`src/rtl/score_keeper_pkg.sv`:
```
// rtl/score_keeper_pkg.sv - shared pong types and constants for the score keeper
package score_keeper_pkg;

  typedef enum logic [2:0] {
    ST_IDLE  = 3'd0,
    ST_SERVE = 3'd1,
    ST_PLAY  = 3'd2,
    ST_POINT = 3'd3,
    ST_OVER  = 3'd4
  } state_t;

  localparam int SCORE_W = 4;
  localparam logic [SCORE_W-1:0] MAX_DIGIT = 4'd9;

  localparam logic DIR_P1 = 1'b0;
  localparam logic DIR_P2 = 1'b1;

  // Display digits must never carry the renderer's blanking codes 10..15.
  function automatic logic [SCORE_W-1:0] clamp_digit(input logic [SCORE_W-1:0] v);
    return (v > MAX_DIGIT) ? MAX_DIGIT : v;
  endfunction

endpackage

```
`src/rtl/score_keeper_frame_counter.sv`:
```
// rtl/score_keeper_frame_counter.sv - loadable frame-paced down-counter with terminal strobe
module score_keeper_frame_counter #(
  parameter int W = 8
) (
  input  logic         clk,
  input  logic         rst_n,
  input  logic         load,
  input  logic [W-1:0] load_value,
  input  logic         en,
  input  logic         tick,
  output logic         terminal
);

  logic [W-1:0] count;

  // A count of 0 also fires so a zero-length delay ends on the first tick.
  assign terminal = en && tick && (count <= W'(1));

  // Load wins over a same-cycle tick; the counter rests at zero.
  always_ff @(posedge clk or negedge rst_n) begin
    if (!rst_n) begin
      count <= '0;
    end else if (load) begin
      count <= load_value;
    end else if (en && tick && (count != '0)) begin
      count <= count - 1'b1;
    end
  end

endmodule

```
`src/rtl/score_keeper.sv`:
```
// rtl/score_keeper.sv - pong score, serve delay and game-over sequencer
module score_keeper
  import score_keeper_pkg::*;
#(
  parameter int WIN_SCORE   = 9,
  parameter int SERVE_DELAY = 60
) (
  input  logic               clk,
  input  logic               rst_n,
  input  logic               frame_tick,
  input  logic               start,
  input  logic               out_left,
  input  logic               out_right,
  output logic [SCORE_W-1:0] score_p1,
  output logic [SCORE_W-1:0] score_p2,
  output logic               serve_go,
  output logic               serve_dir,
  output logic               playing,
  output logic               game_over,
  output logic               winner
);

  localparam int CNT_W = $clog2(SERVE_DELAY + 2);
  localparam logic [CNT_W-1:0]   DELAY_LD = CNT_W'(SERVE_DELAY);
  localparam logic [SCORE_W-1:0] WIN_LD   = SCORE_W'(WIN_SCORE);

  state_t state, state_next;

  logic [SCORE_W-1:0] p1_int, p2_int, p1_d, p2_d;
  logic               dir_d, winner_d, serve_go_d;
  logic               cnt_load, cnt_done, win;

  assign win = (p1_int == WIN_LD) || (p2_int == WIN_LD);

  score_keeper_frame_counter #(
    .W (CNT_W)
  ) u_serve_cnt (
    .clk        (clk),
    .rst_n      (rst_n),
    .load       (cnt_load),
    .load_value (DELAY_LD),
    .en         (state == ST_SERVE),
    .tick       (frame_tick),
    .terminal   (cnt_done)
  );

  // State register.
  always_ff @(posedge clk or negedge rst_n) begin
    if (!rst_n) begin
      state <= ST_IDLE;
    end else begin
      state <= state_next;
    end
  end

  // Next-state logic; simultaneous exits cancel and start only acts when idle or over.
  always_comb begin
    state_next = state;
    case (state)
      ST_IDLE:  if (start) state_next = ST_SERVE;
      ST_SERVE: if (cnt_done) state_next = ST_PLAY;
      ST_PLAY:  if (out_left ^ out_right) state_next = ST_POINT;
      ST_POINT: state_next = win ? ST_OVER : ST_SERVE;
      ST_OVER:  if (start) state_next = ST_SERVE;
      default:  state_next = ST_IDLE;
    endcase
  end

  // Per-state updates for scores, serve direction, winner and counter reload.
  always_comb begin
    p1_d       = p1_int;
    p2_d       = p2_int;
    dir_d      = serve_dir;
    winner_d   = winner;
    cnt_load   = 1'b0;
    serve_go_d = (state == ST_SERVE) && cnt_done;
    case (state)
      ST_IDLE: begin
        if (start) begin
          p1_d     = '0;
          p2_d     = '0;
          cnt_load = 1'b1;
        end
      end
      ST_PLAY: begin
        if (out_left && !out_right) begin
          p2_d  = p2_int + 1'b1;
          dir_d = DIR_P1;
        end else if (out_right && !out_left) begin
          p1_d  = p1_int + 1'b1;
          dir_d = DIR_P2;
        end
      end
      ST_POINT: begin
        if (win) begin
          winner_d = (p2_int == WIN_LD) ? DIR_P2 : DIR_P1;
        end else begin
          cnt_load = 1'b1;
        end
      end
      ST_OVER: begin
        if (start) begin
          p1_d     = '0;
          p2_d     = '0;
          dir_d    = DIR_P1;
          cnt_load = 1'b1;
        end
      end
      default: ;
    endcase
  end

  // Registered outputs; displayed scores follow the internal ones only on frame_tick.
  always_ff @(posedge clk or negedge rst_n) begin
    if (!rst_n) begin
      p1_int    <= '0;
      p2_int    <= '0;
      score_p1  <= '0;
      score_p2  <= '0;
      serve_go  <= 1'b0;
      serve_dir <= DIR_P1;
      playing   <= 1'b0;
      game_over <= 1'b0;
      winner    <= 1'b0;
    end else begin
      p1_int    <= p1_d;
      p2_int    <= p2_d;
      serve_go  <= serve_go_d;
      serve_dir <= dir_d;
      winner    <= winner_d;
      playing   <= (state_next == ST_PLAY);
      game_over <= (state_next == ST_OVER);
      if (frame_tick) begin
        score_p1 <= clamp_digit(p1_int);
        score_p2 <= clamp_digit(p2_int);
      end
    end
  end

endmodule

```
`config.mk`:
```
export PLATFORM = sky130hd
export DESIGN_NAME = score_keeper
export DESIGN_NICKNAME = d
export VERILOG_FILES = /design/src/rtl/score_keeper_pkg.sv /design/src/rtl/score_keeper_frame_counter.sv /design/src/rtl/score_keeper.sv
export SDC_FILE = /design/constraint.sdc
export NUM_CORES = 1
export LEC_CHECK = 0
export ABC_CLOCK_PERIOD_IN_PS = 2000
export CORE_MARGIN = 2
export CORE_UTILIZATION = 54
export CTS_CLUSTER_SIZE = 8
export DETAILED_ROUTE_END_ITERATION = 7
export PLACE_DENSITY = 0.78
export SLEW_MARGIN = 20
export SYNTH_ARGS = -nofsm -noshare
export SYNTH_HDL_FRONTEND = slang
export SYNTH_SLANG_ARGS = --single-unit
```
`constraint.sdc`:
```
create_clock -name clk -period 2 [get_ports clk]
set_clock_uncertainty 0.1 [all_clocks]
set_input_delay 0.4 -clock clk [delete_from_list [all_inputs] [get_ports clk]]
set_output_delay 0.4 -clock clk [all_outputs]
set_load 0.05 [all_outputs]
```
==> results.sh <==
export IMPL_period_share_pct=94.24
export IMPL_yosysWarningCount=0
export IMPL_syn_inst=143
export IMPL_grt_remaining_overflow=0
export IMPL_startpoint_type="input pin"
export IMPL_cts_buffers_inserted=5
export IMPL_cts_root_buf="clkbuf_4"
export IMPL_yosysUniqueCellTypes=39
export IMPL_ant_nets=0
export IMPL_place_congestion=0.7817
export IMPL_hpwlAfterDp_um=2117
export IMPL_path_max_fanout=3
export IMPL_clock_latency_ps=340
export IMPL_final_max_slew_viol_count=0
export IMPL_finalSetupTns_ps=0
export IMPL_port_buffers=18
export IMPL_wl_um=2917
export IMPL_crit_chain="clkdlybuf4s50_1 -> inv_1 -> ha_1 -> or3b_2 -> nor2_1 -> a21oi_1 -> o21ai_0"
export IMPL_grt_max_degree=31
export IMPL_cp_slowest_cell="or3b_2"
export IMPL_period_needed_ps=1885
export IMPL_grt_pass1_vias=1161
export IMPL_grt_total_usage_pct=21.19
export IMPL_path_buf_inv=2
export IMPL_ys_ff_latch=30
export IMPL_p_per_area_mw_per_mm2=744.4
export IMPL_layout_commonest_cell="dfrtp_1"
export IMPL_post_route_util_pct=69.02
export IMPL_diodes=0
export IMPL_worstPathArrival_ps=2040
export IMPL_cts_clk_slew_worst_paths_ps=90
export IMPL_cts_tree="done"
export IMPL_seq_area_frac_synth_pct=48.78
export IMPL_die_h_um=57.39
export IMPL_cts_hold_buf=0
export IMPL_placed_cells=202
export IMPL_start_util_pct=56.29
export IMPL_cts_buffer_depth=2
export IMPL_final_cell_mix="30 x dfrtp_1, 16 x inv_1, 15 x buf_4"
export IMPL_synth_area_mm2=0.001539
export IMPL_grt_first_pass_wirelength_um=5237
export IMPL_synth_nets=159
export IMPL_dieArea_mm2=0.003293
export IMPL_routedWlPerCell_um=13.89
export IMPL_worstPathRequired_ps=2150
export IMPL_cts_setup_buffers=0
export IMPL_area_delta_synth_final_pct=22.60
export IMPL_power_mw=1.405
export IMPL_route_detailed_drc=0
export IMPL_hp_class="in2async"
export IMPL_htreeDepth=2
export IMPL_ys_top_cells_by_area="dfrtp_1 49%, ha_1 8.1%, inv_1 3.9%, nand3b_1 3.4%, nand2_1 3.2%"
export IMPL_rsz0062_at_grt="no"
export IMPL_ir_drop_v=0.0006164
export IMPL_rows=19
export IMPL_ioPinCount=19
export IMPL_crit_path_end_kind="register"
export IMPL_relSlewSlack_pct=62.28
export IMPL_setup_viol=0
export IMPL_routed_via_density=5.595
export IMPL_layout_drive_gt1_share_pct=18.99
export IMPL_drtPass1Iterations=4
export IMPL_synth_avg_cell_area_um2=10.76
export IMPL_layout_nets=194
export IMPL_core_area_mm2=0.002734
export IMPL_die_w_um=57.39
export IMPL_holdWs_ps=331.7
export IMPL_p_leak_nw=0.9548
export IMPL_antenna_found_initial=0
export IMPL_synth_top_area_cell="dfrtp_1"
export IMPL_worstSetupPathType="in2reg"
export IMPL_critPathMaxStageDelay_ps=500
export IMPL_tightestPinTransition_ps=564.3
export IMPL_max_freq_mhz=530.5
export IMPL_synth_top_cell_area_share_pct=48.78
export IMPL_max_cap_violations=0
export IMPL_stdcell_count=210
export IMPL_vias=1175
export IMPL_clock_sinks=30
export IMPL_status="complete, no violations"
export IMPL_cpLargestDelayFamily="simple AND/OR/NAND/NOR gates"
export IMPL_drt_iter0_drc=20
export IMPL_hold_violations=0
stage by stage:
stage               setup slack (ps)  cell area, µm²
floorplan                      329.2            1539
global placement              -142.8            1827
detailed placement            -239.5            1827
CTS                            6.482            1879
global route                   7.235            1887
finish                         115.1            1887
sequential cells by signal, summed over array words and instances (netlist names):
name               count
p1_int                 4
score_p2               4
u_serve_cnt.count      6
winner                 1
game_over              1
playing                1
serve_go               1
score_p1               4
serve_dir              1
state                  3
p2_int                 4
synth_stat cells:
library cell	n
dfrtp_1	30
inv_1	16
nand2_1	13
ha_1	10
o21ai_0	9
nand3b_1	7
nor2_1	7
nand3_1	6
o22ai_1	3
xnor2_1	3
xor2_1	3
a21oi_1	2
and2_1	2
mux2_2	2
nor3_2	2
nor4_1	2
o22a_1	2
o31ai_1	2
or3b_2	2
a2111oi_1	1
a2111oi_4	1
a21o_1	1
a31oi_1	1
and4bb_2	1
clkbuf_1	1
nand2b_1	1
nand4_1	1
nand4b_1	1
nand4bb_4	1
nor3b_2	1
o211a_1	1
o211ai_1	1
o21a_1	1
o221ai_1	1
o2bb2ai_1	1
or2_1	1
or2_2	1
or3_1	1
or4_4	1
layout make-up:
cell class / count / area, µm²
well taps: 31 / 38.79
clock buffers: 7 / 55.05
inverters: 16 / 60.06
repair buffers: 29 / 252.7
flip-flops and latches: 30 / 750.7
fillers: 204 / 847.1
multi-input cells: 96 / 724.4
clock inverters: 1 / 5.005
metal layers:
| layer | routed length, µm | vias up | GRT usage (%) |
|---|---|---|---|
| li1 | - | 569 | - |
| met1 | 1314 | 569 | 27.00 |
| met2 | 1384 | 30 | 33.12 |
| met3 | 165 | 7 | 7.483 |
| met4 | 52 | 0 | 8.306 |
| met5 | 0 | - | 0 |
cell families after synthesis:
family                   after synthesis  share of synthesized area (%)
AND/OR/NAND/NOR                       51                          21.06
flip-flops                            30                          48.78
AO/OA/AOI/OAI                         27                          13.01
buffers and inverters                 17                          4.146
adder cells (fa/ha/maj)               10                          8.130
XOR/XNOR                               6                          3.415
multiplexers                           2                          1.463
where the power goes:
| group | internal [mW] | switching, mW | total, mW |
|---|---|---|---|
| sequential | 0.664 | 0.0806 | 0.745 |
| clock | 0.170 | 0.209 | 0.379 |
| combinational | 0.126 | 0.155 | 0.281 |
| total | 0.960 | 0.445 | 1.40 |
path summary, 6_finish.rpt:
path / cells past startpoint / startpoint / to / slack, ps
hold reg to reg: 1 / score_p2[0] / score_p2[0] / 410
setup / recovery: 7 / out_left / serve_dir / 120
hold / removal: 2 / rst_n / score_p1[0] / 330
max in group asynchronous: 2 / rst_n / state[0] / 1180
setup reg to reg: 6 / u_serve_cnt.count[0] / u_serve_cnt.count[4] / 200
min in group clk: 1 / score_p2[0] / score_p2[0] / 410
timing repair:
item	in CTS	in global routing
gates resized for setup	6	3
gates cloned	0	0
endpoints found under the setup margin	6	3
(Power assumes the default switching activity.)
